[config.mk]
export PLATFORM = sky130hd
export DESIGN_NAME = scarv_cop_mem_arbiter
export DESIGN_NICKNAME = d
export VERILOG_FILES = /design/src/rtl/scarv_cop_mem_arbiter.sv
export SDC_FILE = /design/constraint.sdc
export NUM_CORES = 1
export LEC_CHECK = 0
export ABC_CLOCK_PERIOD_IN_PS = 2000
export CAP_MARGIN = 20
export CORE_AREA = 2 2 123 125
export DETAILED_ROUTE_END_ITERATION = 10
export DIE_AREA = 0 0 125 127
export GPL_ROUTABILITY_DRIVEN = 0
export PLACE_DENSITY = 0.6
export SLEW_MARGIN = 15
export SYNTH_ARGS = -nofsm -noshare
export SYNTH_HDL_FRONTEND = slang
export SYNTH_SLANG_ARGS = --single-unit
[constraint.sdc]
create_clock -name g_clk -period 2 [get_ports g_clk]
set_input_delay 0.3 -clock g_clk [delete_from_list [all_inputs] [get_ports g_clk]]
set_output_delay 0.3 -clock g_clk [all_outputs]
set_load 0.05 [all_outputs]
[src/rtl/scarv_cop_mem_arbiter.sv]
// Two-requester arbiter sharing one word-aligned memory port. Each response
// arrives one cycle after acceptance and is routed to the port that issued it.
module scarv_cop_mem_arbiter #(
  parameter int unsigned ARB_MODE     = 0,
  parameter int unsigned STARVE_LIMIT = 8
) (
  input  logic        g_clk,
  input  logic        g_resetn,
  input  logic        r0_cen,
  input  logic        r0_wen,
  input  logic [31:0] r0_addr,
  input  logic [31:0] r0_wdata,
  input  logic [3:0]  r0_ben,
  output logic [31:0] r0_rdata,
  output logic        r0_stall,
  output logic        r0_error,
  input  logic        r1_cen,
  input  logic        r1_wen,
  input  logic [31:0] r1_addr,
  input  logic [31:0] r1_wdata,
  input  logic [3:0]  r1_ben,
  output logic [31:0] r1_rdata,
  output logic        r1_stall,
  output logic        r1_error,
  output logic        m_cen,
  output logic        m_wen,
  output logic [31:0] m_addr,
  output logic [31:0] m_wdata,
  output logic [3:0]  m_ben,
  input  logic [31:0] m_rdata,
  input  logic        m_stall,
  input  logic        m_error,
  output logic        arb_busy
);

  typedef struct packed {
    logic        cen;
    logic        wen;
    logic [31:0] addr;
    logic [31:0] wdata;
    logic [3:0]  ben;
  } req_t;

  localparam logic [7:0] LIMIT = 8'(STARVE_LIMIT);

  req_t [1:0] req;
  req_t       sel;
  logic       grant;
  logic       accept;
  logic       lock;
  logic       lock_port;
  logic       resp_valid;
  logic       resp_owner;
  logic       last_grant;
  logic [7:0] starve_cnt;
  logic [7:0] starve_nxt;

  assign req[0] = {r0_cen, r0_wen, r0_addr, r0_wdata, r0_ben};
  assign req[1] = {r1_cen, r1_wen, r1_addr, r1_wdata, r1_ben};

  // A stalled grant stays put so the memory sees stable fields until it accepts.
  always_comb begin
    grant = r1_cen & ~r0_cen;
    if (lock)
      grant = lock_port;
    else if (r0_cen && r1_cen)
      grant = (ARB_MODE == 0) ? ~last_grant : (starve_cnt >= LIMIT);
  end

  assign sel     = req[grant];
  assign m_cen   = sel.cen & g_resetn;
  assign m_wen   = sel.wen;
  assign m_addr  = sel.addr;
  assign m_wdata = sel.wdata;
  assign m_ben   = sel.ben;
  assign accept  = m_cen & ~m_stall;

  // Stall is also held during reset so no requester mistakes it for acceptance.
  assign r0_stall = r0_cen & (grant | m_stall | ~g_resetn);
  assign r1_stall = r1_cen & (~grant | m_stall | ~g_resetn);

  always_comb begin
    starve_nxt = '0;
    if (ARB_MODE != 0 && r1_cen && !(accept && grant))
      starve_nxt = (starve_cnt == 8'hFF) ? starve_cnt : starve_cnt + 8'd1;
  end

  always_ff @(posedge g_clk) begin
    if (!g_resetn) begin
      lock       <= 1'b0;
      lock_port  <= 1'b0;
      resp_valid <= 1'b0;
      resp_owner <= 1'b0;
      last_grant <= 1'b1;
      starve_cnt <= '0;
    end else begin
      resp_valid <= accept;
      starve_cnt <= starve_nxt;
      if (accept) begin
        resp_owner <= grant;
        last_grant <= grant;
        lock       <= 1'b0;
      end else if (m_cen) begin
        lock      <= 1'b1;
        lock_port <= grant;
      end
    end
  end

  // Routing keys off the registered owner, so a new acceptance never mixes responses.
  assign r0_rdata = (resp_valid && !resp_owner) ? m_rdata : '0;
  assign r0_error = resp_valid & ~resp_owner & m_error;
  assign r1_rdata = (resp_valid && resp_owner) ? m_rdata : '0;
  assign r1_error = resp_valid & resp_owner & m_error;
  assign arb_busy = lock | resp_valid;

endmodule

==> impl_results.md <==
* Worst Tran Pin Value at 378.7 ps
* Fin cells at roughly 710
* Area Growth Syn to Fin at 235.1%
* Met1 Usage GRT at 0.1385
* EDFF count, synth at 0
* Int Power at 1.480 mW
* Clock Skew at 1.595 ps
* Pleak at approximately 3.0 nW
* Worst slew margin relative to its limit at 0.7475
* Skew-Pair Late Insertion Delay at 220 ps
* Number of top-level pins at 315
* Failing checks: negative setup slack
* Die area at 15880 sq um
* Main synth FF type: dfxtp_1
* Die Height at 127 um
* Pre-antenna DRT Iters at 4
* Unique masters post-synth at 24
* Clock share of power at 0.125
* Final worst slack at -66.07 ps
* Startpoint Class: flip-flop
* Antenna-violating nets left at 0
* Period utilisation layout at 1.033
* PortBufs at 314
* Root Driver: clkbuf_16
* Switch Pwr at about 1.1 mW
* Critical-path maximum fanout at 6
* Initial core utilization at 0.1338
* Cells after synthesis at around 180
* Share of cells above drive strength 1 at 0.4952
* Detail-routed via count per cell at 3.983
* Fin Hold WS at ~520 ps
* Max-Cap Viols at 0
* Clock Sink Count at 5
* Max H-tree Level at 1
* Syn Area/Cell at 10.49 sq um
* Synth cell count leaders: mux2_4, and2_1, and3_1
* Max Slew Vio Count at 0
* Met3 usage at 0.03643
* Yosys warnings at 0
* Vias in the first global route at roughly 3.0k
* First-pass GRT wire length at 16.91 mm
* Power Density at 401.1 nW/um^2
* Worst-path clk slew at ~30 ps
* Routed vias at roughly 2.8k
* Overall Global Routing Usage at 0.1324
* Post-Route WL at 11.54 mm
* Sequential area share after synthesis at 0.05188
* GR Util met2 at 0.2685
* Crit Path Category: reg2out
* Largest buffer count on any clock path at 2
* Initial antenna violation count at 0
* Worst VDD drop at around 0.27 mV
* Required time of the critical path at approximately 1700 ps
* F_max at 0.4840 GHz
* Asr flop ratio synth at 0
* Top cells by area, synth: mux2_4, and2_1, and3_1, buf_12, dfxtp_1
* Syn_nets at 360
* Seq pwr share at 0.044
* Hold Path Class: reg2reg
* Leading area contributor after synthesis: mux2_4
* TritonCTS clock tree: built
* Largest net degree at the start of global routing at 35
* Die W at 125 um
* Yosys top cell area share at 0.5136
* RR Startpoint: lock
* DR WL/cell at between 15 and 20 um
* Grt total ovfl at 0
* Most frequent cell after synthesis: mux2_4
* Total CTS buffers at 3
* Crit end category: output port
* RSZ-0062 raised after global routing: true
* Minimum clock period at 2066 ps
* Crit path DAT at 1770 ps
* Rows at between 40 and 50
* Final Power at about 2.6 mW
* Nets at 698
* Area of the core at 14420 sq um
* Comb pwr share at 0.831
* Hold Vio Cnt, Final at 0
* Final Util at 0.4482
* DP Cell Count at just under 700
* Flops & latches, synth at 5
* Sw Share at 0.4294
* Drt drc at 0
* Ant diodes at 0
* Setup violations, final at 42
* Status: finished, violations left
* Crit. Startpoint: lock
* Initial DRC count at 52
* Mapped cell area at 1929 sq um
* Hold_sp: lock_port
* Dpl hpwl at 9.462 mm
* GR peak layer: met2
-- metrics by stage --
step | TNS (ps) | worst slack, ps | area, sq um
floorplan | 0 | 258.0 | 1936
global placement | -19580 | -315.6 | 5903
detailed placement | -20240 | -332.6 | 5903
CTS | -4139 | -102.5 | 6401
global route | -5297 | -140.9 | 6465
finish | -1637 | -66.07 | 6465
-- final cells by class --
| class | count | area [sq um] |
|---|---|---|
| multi-input combinational | 158 | 1642 |
| fill | 1286 | 7959 |
| inverter | 4 | 15.01 |
| clock buffer | 4 | 78.83 |
| timing repair buffer | 350 | 4393 |
| sequential | 5 | 106.4 |
| tap | 184 | 230.2 |
-- what timing repair did --
item | CTS | global route
setup buffers | 6 | 8
pin swaps | 1 | 2
gates cloned | 2 | 0
gates resized for setup | 87 | 20
hold buffers | 0 | 0
endpoints found under the setup margin | 71 | 66
-- power groups by stage --
stage	clock network [mW]	registers, mW	logic, mW
2_1_floorplan	0	0.117	1.11
3_3_place_gp	0	0.115	1.94
3_5_place_dp	0	0.116	1.96
4_1_cts	0.330	0.115	2.15
5_1_grt	0.340	0.116	2.23
6_report	0.324	0.115	2.15
-- logic make-up (layout without fill, tap and decap cells) --
group	Yosys count	count (layout)	synth area share
compound gates	14	14	0.05967
buf+inv	21	358	0.1083
flops	5	5	0.05188
simple gates	74	74	0.2438
mux	70	70	0.5363
-- worst paths after layout --
kind                                    end  cells after the start  slack, ps
worst max-delay path            m_wdata[14]                      7        -70
worst min-delay path              lock_port                      2        520
worst max register to register    lock_port                      6        720
worst min register to register    lock_port                      2        520
-- layout by cell type (no fill, tap or decap), drive strengths merged, types with 2 or more instances in the layout --
cell	n
mux2	69
a21oi	2
clkbuf	4
and2	34
a221oi	2
o21ai	4
clkdlybuf4s50	173
and3	33
buf	175
dfxtp	5
nor2b	2
nand2	2
inv	4
-- critical path, cell delays in order, from the launching register on --
cell     delay [ps]
dfxtp_4         360
nor2b_4          40
a22oi_2         190
buf_6           190
buf_12          150
buf_8           120
mux2_4          320
buf_8           150
-- sequential cells by signal, summed over array words and instances, names as in the netlist --
register and flops:
lock 1, lock_port 1, resp_valid 1, last_grant 1
resp_owner 1
-- layer usage --
metal  up-vias  wire [um]
met5         -          0
li1       1341          -
met1      1293       4110
met4         0        121
met2       166       6395
met3         8        908
(Power assumes the default switching activity.)
==> edit, RTL diff (config.mk and constraints unchanged) <==
The parameter `ARB_MODE` goes from 0 to 1.
--- a/src/rtl/scarv_cop_mem_arbiter.sv
+++ b/src/rtl/scarv_cop_mem_arbiter.sv
@@ -2,5 +2,5 @@
 // arrives one cycle after acceptance and is routed to the port that issued it.
 module scarv_cop_mem_arbiter #(
-  parameter int unsigned ARB_MODE     = 0,
+  parameter int unsigned ARB_MODE     = 1,
   parameter int unsigned STARVE_LIMIT = 8
 ) (
Check against the original RTL: not equivalent (Yosys sat finds a counterexample within 4 cycles, from zero or initial values and one cycle with g_resetn low).
==> edit against the unedited design <==
  * The flow still finishes with violations (setup timing)
  * Wire length rose by 17%
  * Setup slack lost 130 ps
  * Total power is 6.7% higher
  * Count of clock-buffer cells in the layout is the same
  * First-iteration DRC count is 31% higher
  * Synthesized area increased by 14%
  * Cell count grew 6.4%
  * Fmax shrank 5.9%
  * Sequential cell count up 7
  * Cell area rose by 8.0%
  * Critical path type unchanged
  * Largest power group unchanged
==> edit: results (changes against the unedited design) <==
Run status: finished, violations left
Failing checks: setup timing
Synth top cells by count: mux2_4, and3_1, and2_1
Share of layout cells above drive strength 1: 47.1% (-2.4 points)
WP data arrival: 1900 ps (+130 ps)
Buffers added on ports: 314 (unchanged)
Worst r2r src: starve_cnt[0]$_SDFFE_PN0P_
Largest net degree at the start of global routing: 34 (-2.9%)
Skew final: 3.48 ps (+1.89 ps)
Total track usage: 15.5% (+2.3 points)
R2R depth: 5 (-1)
Hold Path End: resp_owner$_SDFFE_PN0P_
RR Endpoint: starve_cnt[5]$_SDFFE_PN0P_
Netlist cell types: 33 (+38%)
Estimated wirelength of the detail-placed design: 11200 um (+18%)
Num CTS Buffers: 3 (unchanged)
Max VDD drop: 0.527 mV (+97%)
First drt pass iteration count: 4 (unchanged)
Initial antenna violation count: 1 (+1)
Setup-failing EPs final: 69 (+64%)
Lkg Pwr: 0.00305 uW (+1.9%)
Max-slew headroom: 76.9% (+2.2 points)
Routed wire per std cell: 17.9 um (+9.7%)
Hold path startpoint: resp_owner$_SDFFE_PN0P_
HP Class: reg -> reg
Via count: 3164 (+13%)
Vias in the first global route: 3223 (+8.2%)
Fill count: 1249 (-2.9%)
Initial DRC count: 68 (+31%)
WHS Path Cells: 2 (unchanged)
Worst-skew pair later-pin latency: 240 ps (+20 ps)
Top cells by area, synth: mux2_4, dfxtp_1, and3_1
Clock Root Buffer: clkbuf_16
First-pass GRT wire length: 19600 um (+16%)
Gr ovfl total: 0 (unchanged)
CP startpoint: starve_cnt[6]$_SDFFE_PN0P_
Final #Nets: 744 (+6.6%)
Seq/Total Area, Yosys: 11.0% (+5.8 points)
Max reg flops: 8
Worst-path fanout max: 8 (+2)
R2R Setup Slk: 440 ps (-280 ps)
CTS max path bufs: 2 (unchanged)
Worst setup path end: m_wdata[25]
Post-CTS Setup Repair Bufs: 3 (-3)
Syn Nets: 405 (+13%)
Final WS setup: -196 ps (-130 ps)
Asr flop ratio synth: 0% (unchanged)
Setup TNS: -10780 ps (-9140 ps)
==> edit: where the power goes <==
group          switching, uW  internal [uW]  leakage, uW
clock network            102            301    0.0000442
registers               7.88            247     0.000101
logic                   1010           1100      0.00290
total                   1120           1650      0.00305
==> edit: metrics by stage <==
| stage | hold WS, ps | cells | setup WS (ps) | instance area, sq um | power (uW) |
|---|---|---|---|---|---|
| 2_1_floorplan | 426 | 227 | 84.1 | 2200 | 1270 |
| 3_3_place_gp | 531 | 734 | -319 | 6350 | 2130 |
| 3_5_place_dp | 550 | 734 | -346 | 6350 | 2150 |
| 4_1_cts | 558 | 745 | -233 | 6890 | 2760 |
| 5_1_grt | 574 | 750 | -254 | 6980 | 2860 |
| 6_report | 566 | 750 | -196 | 6980 | 2770 |
==> edit: cells by family (layout without fill, tap and decap cells) <==
logic type      count (synthesis)  after routing  synth area share [%]
mux                            75             75                  48.1
other cells                     0              1                     0
fa+ha+maj                       2              2                  1.14
xor+xnor                        2              2                 0.799
compound gates                 13             13                  4.34
buf+inv                        23            361                  6.73
flops                          12             12                  11.0
simple gates                  100            100                  28.0
==> edit: worst max-delay path: stages (launching register included) <==
cell and delay [ps]:
dfxtp_2 310, nor3_1 210, buf_4 160, a21oi_4 60, buf_12 140, buf_12 140
buf_16 150, mux2_4 310, buf_8 150
==> edit: routing by layer <==
metal  GRT usage, %  up-vias  routed length [um]
li1               -     1498                   -
met1           18.2     1503                5160
met2           29.7      150                7290
met3           2.85       13                 828
met4           2.81        0                 170
met5              0        -                   0
==> edit: area by class of cell <==
class	count	area (sq um)	area share [%]
Antenna cell	1	2.50	0.0359
Clock buffer	4	88.8	1.27
Inverter	5	18.8	0.269
Multi-Input combinational cell	192	1840	26.4
Sequential cell	12	250	3.59
Tap cell	184	230	3.30
Timing Repair Buffer	352	4540	65.1
